$ cat config.mk
export PLATFORM = sky130hd
export DESIGN_NAME = tm_mem_req_issuer
export DESIGN_NICKNAME = d
export VERILOG_FILES = /design/src/rtl/tm_mem_req_issuer_pkg.sv /design/src/rtl/tm_mem_req_issuer_state_ram.sv /design/src/rtl/tm_mem_req_issuer.sv
export SDC_FILE = /design/constraint.sdc
export NUM_CORES = 1
export LEC_CHECK = 0
export CAP_MARGIN = 0
export CORE_MARGIN = 1.5
export CORE_UTILIZATION = 30
export DETAILED_ROUTE_END_ITERATION = 6
export PLACE_DENSITY_LB_ADDON = 0.2
export SLEW_MARGIN = 20
export SYNTH_ARGS = -nofsm -noshare
export SYNTH_HDL_FRONTEND = slang
export SYNTH_SLANG_ARGS = --single-unit
$ cat constraint.sdc
create_clock -name gclk -period 2.6 [get_ports gclk]
set_input_delay 0.65 -clock gclk [delete_from_list [all_inputs] [get_ports gclk]]
set_output_delay 0.65 -clock gclk [all_outputs]
set_load 0.02 [all_outputs]
$ cat src/rtl/tm_mem_req_issuer_pkg.sv
// Shared timing-model types: libtm supplies global thread/request definitions,
// libtm_cache adds the miss-issuer per-thread state.
package libtm;
  localparam int NTHREAD          = 4;
  localparam int NTHREADIDMSB     = 1;
  localparam int MAX_MISS_PENALTY = 16;

  function automatic int log2x(input int v);
    return (v <= 2) ? 1 : $clog2(v);
  endfunction

  typedef struct packed {
    logic clk;
  } iu_clk_type;

  typedef struct packed {
    logic                  token_valid;
    logic                  request_valid;
    logic                  writeback_valid;
    logic [NTHREADIDMSB:0] tid;
    logic [31:0]           request_addr;
  } tm_mem_request_t;
endpackage

package libtm_cache;
  import libtm::*;

  localparam int MRQ_WAIT_W = log2x(MAX_MISS_PENALTY);

  typedef enum logic [1:0] {
    MRQ_IDLE = 2'd0,
    MRQ_WAIT = 2'd1
  } mrq_state_t;

  typedef struct packed {
    mrq_state_t            st;
    logic [MRQ_WAIT_W-1:0] cnt;
  } mrq_entry_t;
endpackage

$ cat src/rtl/tm_mem_req_issuer_state_ram.sv
// Per-thread miss state RAM: one write port, async read, and the post-reset
// sweep that walks every entry back to IDLE.
module mrq_state_ram
  import libtm::*;
  import libtm_cache::*;
#(
  parameter int NT = NTHREAD
) (
  input  logic                  clk,
  input  logic                  rst_n,
  input  logic                  we,
  input  logic [NTHREADIDMSB:0] waddr,
  input  mrq_entry_t            wdata,
  input  logic [NTHREADIDMSB:0] raddr,
  output mrq_entry_t            rdata,
  output logic                  init_busy
);
  localparam int AW = NTHREADIDMSB + 1;

  logic [AW-1:0] init_cnt;

  (* syn_ramstyle = "select_ram" *) mrq_entry_t mem [NT];

  always_ff @(posedge clk or negedge rst_n) begin
    if (!rst_n) begin
      init_cnt  <= '0;
      init_busy <= 1'b1;
    end else if (init_busy) begin
      init_cnt <= init_cnt + AW'(1);
      if (init_cnt == AW'(NT-1)) init_busy <= 1'b0;
    end
  end

  // Storage has no reset; the sweep owns the write port until every entry is IDLE.
  always_ff @(posedge clk) begin
    if (init_busy)
      mem[init_cnt] <= '{st: MRQ_IDLE, cnt: '0};
    else if (we)
      mem[waddr] <= wdata;
  end

  assign rdata = mem[raddr];
endmodule

$ cat src/rtl/tm_mem_req_issuer.sv
// Per-thread miss-issue timing model: turns each thread token into a DRAM
// request or poll token and holds missing threads until the DRAM stall drops.
module tm_mem_req_issuer
  import libtm::*;
  import libtm_cache::*;
#(
  parameter int NT    = NTHREAD,
  parameter int STATW = 32
) (
  input  iu_clk_type            gclk,
  input  logic                  rst_n,
  input  logic                  tok_valid,
  input  logic [NTHREADIDMSB:0] tok_tid,
  input  logic                  miss_valid,
  input  logic                  miss_dirty,
  input  logic [31:0]           miss_addr,
  output tm_mem_request_t       dram_request,
  input  logic                  stay_stalled_for_dram,
  output logic                  resp_valid,
  output logic [NTHREADIDMSB:0] resp_tid,
  output logic                  resp_stall,
  output logic                  init_busy,
  output logic                  proto_err,
  output logic [STATW-1:0]      stat_miss,
  output logic [STATW-1:0]      stat_wb,
  output logic [STATW-1:0]      stat_stall
);
  logic clk;
  assign clk = gclk.clk;

  logic                  s2_vld, s2_miss, s2_dirty;
  logic [NTHREADIDMSB:0] s2_tid;
  logic [31:0]           s2_addr;

  logic                  fwd_vld;
  logic [NTHREADIDMSB:0] fwd_tid;
  mrq_entry_t            fwd_data;

  mrq_entry_t      rd_data, cur, nxt;
  tm_mem_request_t req;
  logic            stall, err2, inc_miss, inc_wb;

  mrq_state_ram #(.NT(NT)) u_ram (
    .clk       (clk),
    .rst_n     (rst_n),
    .we        (s2_vld),
    .waddr     (s2_tid),
    .wdata     (nxt),
    .raddr     (s2_tid),
    .rdata     (rd_data),
    .init_busy (init_busy)
  );

  // Stage 1: register the token; tokens arriving during the sweep are dropped.
  always_ff @(posedge clk or negedge rst_n) begin
    if (!rst_n) begin
      s2_vld   <= 1'b0;
      s2_tid   <= '0;
      s2_miss  <= 1'b0;
      s2_dirty <= 1'b0;
      s2_addr  <= '0;
    end else begin
      s2_vld   <= tok_valid && !init_busy;
      s2_tid   <= tok_tid;
      s2_miss  <= miss_valid;
      s2_dirty <= miss_dirty;
      s2_addr  <= miss_addr;
    end
  end

  // Last committed entry, so the read never depends on RAM write-through behaviour.
  always_ff @(posedge clk or negedge rst_n) begin
    if (!rst_n) begin
      fwd_vld  <= 1'b0;
      fwd_tid  <= '0;
      fwd_data <= '{st: MRQ_IDLE, cnt: '0};
    end else begin
      fwd_vld  <= s2_vld;
      fwd_tid  <= s2_tid;
      fwd_data <= nxt;
    end
  end

  always_comb begin
    cur      = (fwd_vld && fwd_tid == s2_tid) ? fwd_data : rd_data;
    nxt      = cur;
    req      = '0;
    stall    = 1'b0;
    err2     = 1'b0;
    inc_miss = 1'b0;
    inc_wb   = 1'b0;
    if (s2_vld) begin
      req.token_valid = 1'b1;
      req.tid         = s2_tid;
      case (cur.st)
        MRQ_WAIT: begin
          if (s2_miss) err2 = 1'b1;
          if (stay_stalled_for_dram) begin
            stall   = 1'b1;
            nxt.cnt = (cur.cnt == '1) ? cur.cnt : cur.cnt + MRQ_WAIT_W'(1);
            // Watchdog: a release this late means the DRAM model lost it.
            if (nxt.cnt == MRQ_WAIT_W'(MAX_MISS_PENALTY-1)) err2 = 1'b1;
          end else begin
            nxt = '{st: MRQ_IDLE, cnt: '0};
          end
        end
        default: begin
          if (s2_miss) begin
            req.request_valid   = 1'b1;
            req.writeback_valid = s2_dirty;
            req.request_addr    = s2_addr;
            nxt                 = '{st: MRQ_WAIT, cnt: '0};
            stall               = 1'b1;
            inc_miss            = 1'b1;
            inc_wb              = s2_dirty;
          end else begin
            nxt = '{st: MRQ_IDLE, cnt: '0};
          end
        end
      endcase
    end
  end

  assign dram_request = req;
  assign resp_valid   = s2_vld;
  assign resp_tid     = s2_vld ? s2_tid : '0;
  assign resp_stall   = stall;

  always_ff @(posedge clk or negedge rst_n) begin
    if (!rst_n) begin
      proto_err  <= 1'b0;
      stat_miss  <= '0;
      stat_wb    <= '0;
      stat_stall <= '0;
    end else begin
      if (err2 || (tok_valid && init_busy)) proto_err <= 1'b1;
      if (inc_miss) stat_miss  <= stat_miss + STATW'(1);
      if (inc_wb)   stat_wb    <= stat_wb + STATW'(1);
      if (stall)    stat_stall <= stat_stall + STATW'(1);
    end
  end
endmodule

==> flow_summary_export.csv <==
group,metric,value,unit
outcome,status,"complete, but fails checks",
outcome,violations,"negative setup slack",
clock_tree,ctsHoldBuffers,0,
clock_tree,cts_buffers,17,
finish,n_antenna_cell,0,
routing,wl,17800,um
routing,drc_errors,0,
finish,fin_util,44.2,%
critical_path,max_stage_delay,540,ps
placement,port-buffer-count,178,
finish,area_growth,43.9,%
floorplan,rows,56,
clock_tree,clock-root-buffer,"clkbuf_16",
critical_path,required,1950,ps
timing,period_share,115,%
clock_tree,htree_levels,4,
timing,setup_viol,35,
placement,place_congestion,0.765,
floorplan,start_util,30.7,%
critical_path,cp_max_fo,16,
placement,dpl_cell_area,9610,um^2
min_path,min_path_type,"input port to asynchronous set/reset pin",
critical_path,arrival,2330,ps
finish,n_fill_cell,2181,
clock_tree,path_clk_slew,70,ps
finish,finish.net_count,837,
run,maxCapViolCount,0,
power_and_ir_drop,vdd_drop_max,375,uV
floorplan,die_area,25100,um^2
timing,fin_tns_setup,-12050,ps
routing,firstDrtPassIters,5,
floorplan,dieWidth,158,um
routing,antenna_left,0,
routing,vias,5125,
finish,layout-drive-gt1-share,21.4,%
clock_tree,cts_tree,"built",
grt,grt_pass1_wl,28200,um
logic_synthesis,avgSynthCellArea,12.5,um^2
logic_synthesis,yosysTopAreaCell,"dfrtp_1",
timing,slew_headroom,46.3,%
clock_tree,clk_latency,420,ps
logic_synthesis,ys_warn_count,0,
logic_synthesis,synth_edf_count,24,
timing,rsz0062_at_grt,"true",
timing,fmaxAchievable,335,MHz
logic_synthesis,async_reset_ff_share,85.9,%
finish,final_area,10400,um^2
timing,slew_violations,0,
timing,hold_viol,0,
placement,place_hpwl,12900,um
logic_synthesis,netlist_instances,580,
critical_path,worstPathCellList,"buf_6 > mux4_2 > nor2b_4 > a211oi_4 > buf_6 > buf_12 > and2_2 > buf_6",
power_and_ir_drop,leakage,0.00458,uW
critical_path,cp-start-kind,"register",
grt,grt_pass1_vias,5243,
routing,vias_per_cell,4.56,
power_and_ir_drop,power_density,645,nW/um^2
grt,grt_max_degree,56,
critical_path,cp-end-kind,"output port",
routing,drtIter0Drc,288,
timing,worst_slack,-382,ps
logic_synthesis,synthTopCellsByArea,"dfrtp_1, edfxtp_1, xor2_1, xnor2_1, and2_1",
logic_synthesis,synthFlopType,"dfrtp_1",
critical_path,slowest_stage,"mux4_2",
logic_synthesis,ys_types,50,
clock_tree,cts.sinks,170,
critical_path,criticalPathCategory,"register to output port",
floorplan,ioPinCount,179,
timing,fin_skew,15.3,ps
logic_synthesis,synth_top_area_share,50.1,%
grt,antenna_found_initial,0,
floorplan,die_h,158,um
logic_synthesis,ys_seq_area_share,60.5,%
floorplan,core-area,23500,um^2
clock_tree,clock_path_buffers,2,
grt,grtUsageTotal,14.7,%
critical_path,cp_common_cell,"buf_6",
routing,wl_per_cell,15.9,um
timing,worst_pin_slew,805,ps
logic_synthesis,netlist_area,7240,um^2
timing,period_needed,2980,ps
logic_synthesis,synth_seq_cells,170,
grt,gr-total-overflow,0,
## placed cells by master, fill, tap and decap left out, drive strengths merged, types with 5 or more instances in the layout
cell type,instances
ha,5
o22ai,5
edfxtp,24
xnor2,46
and2,38
nor2b,5
xor2,51
buf,73
dfrtp,145
nor3,21
and3,17
clkdlybuf4s50,140
nor2,27
nor4,8
nand2,43
nand4,17
nand3,35
mux4,6
clkbuf,21
nor3b,5
and4,12
inv,15
mux2,7
## timing repair
action / in CTS / in global routing
pin swaps: 3 / 3
gates resized for setup: 186 / 62
cloned: 0 / 1
setup endpoints to repair: 55 / 96
endpoints found under the hold margin: 0 / 0
setup buffers: 2 / 4
## cell usage after synthesis (all sizes together), types with 6 or more instances
| cell | n |
|---|---|
| xor2 | 51 |
| clkbuf | 9 |
| and3 | 17 |
| nand4 | 17 |
| nand3 | 35 |
| inv | 11 |
| dfrtp | 145 |
| nor3 | 21 |
| nor4 | 8 |
| buf | 16 |
| xnor2 | 46 |
| mux4 | 6 |
| edfxtp | 24 |
| and4 | 12 |
| mux2 | 7 |
| nor2 | 27 |
| nand2 | 43 |
| and2 | 38 |
## routing by layer
metal  share of wire [%]  global-route usage (%)  vias up
met1                  43                    18.8     2536
met3                 6.7                    3.73       18
met5                   0                       0        -
li1                    -                       -     2424
met2                  49                    24.3      147
met4                 1.1                    4.49        0
## report_power, final
group	switching, uW	internal (uW)
Clock	1080	1500
Combinational	557	542
Sequential	184	2860
## layout make-up
type	count	area (um^2)	share of cell area, %
Sequential cell	170	4380	42.0
Multi-Input combinational cell	377	2830	27.1
Timing Repair Buffer	215	2170	20.9
Clock buffer	21	464	4.46
Tap cell	319	399	3.83
Clock inverter	11	135	1.30
Inverter	11	41.3	0.396
## flip-flops by register name, summed over array words and instances, names as in the netlist
signal and count:
fwd_data 6, fwd_tid 2, fwd_vld 1, proto_err 1, resp_valid 1, s2_addr 32, s2_dirty 1, s2_miss 1
s2_tid 2, stat_miss 32, stat_stall 32, stat_wb 32, u_ram.init_busy 1, u_ram.init_cnt 2, u_ram.mem 24
## logic make-up (layout without fill, tap and decap cells)
| logic type | count (synthesis) | count (layout) | share of synthesized area (%) |
|---|---|---|---|
| other cells | 1 | 4 | 0.0518 |
| fa+ha+maj | 5 | 5 | 0.865 |
| xor+xnor | 97 | 97 | 11.7 |
| flops | 170 | 170 | 60.5 |
| simple gates | 238 | 238 | 18.7 |
| compound gates | 16 | 16 | 1.99 |
| mux | 17 | 17 | 3.61 |
| buf+inv | 36 | 258 | 2.59 |
## path summary, 6_finish.rpt
check	startpoint	slack [ps]	to	cells after the start
worst min-delay path	rst_n	180	stat_miss[9]	1
worst max register to register	s2_tid[0]	10	proto_err	9
worst min register to register	stat_miss[31]	460	stat_miss[31]	1
worst max-delay path	s2_tid[0]	-380	dram_request[3]	8
min in group gclk	stat_miss[31]	460	stat_miss[31]	1
max in group asynchronous	rst_n	1680	s2_addr[13]	2
## per-stage QoR
step	cells	power [uW]	worst slack (ps)	hold WS (ps)
after detailed placement	1087	4160	-457	464
after floorplan	583	3600	-122	354
after CTS	1121	6780	-464	195
final	1124	6720	-382	179
after global placement	1087	4130	-401	459
after global routing	1124	7050	-467	205
## critical path, delay by kind of cell, from the launching register on
family          cells  cell delay (ps)
compound gates      1               80
flops               1              390
simple gates        2              350
buf+inv             4              540
mux                 1              540
(Power assumes the default switching activity.)
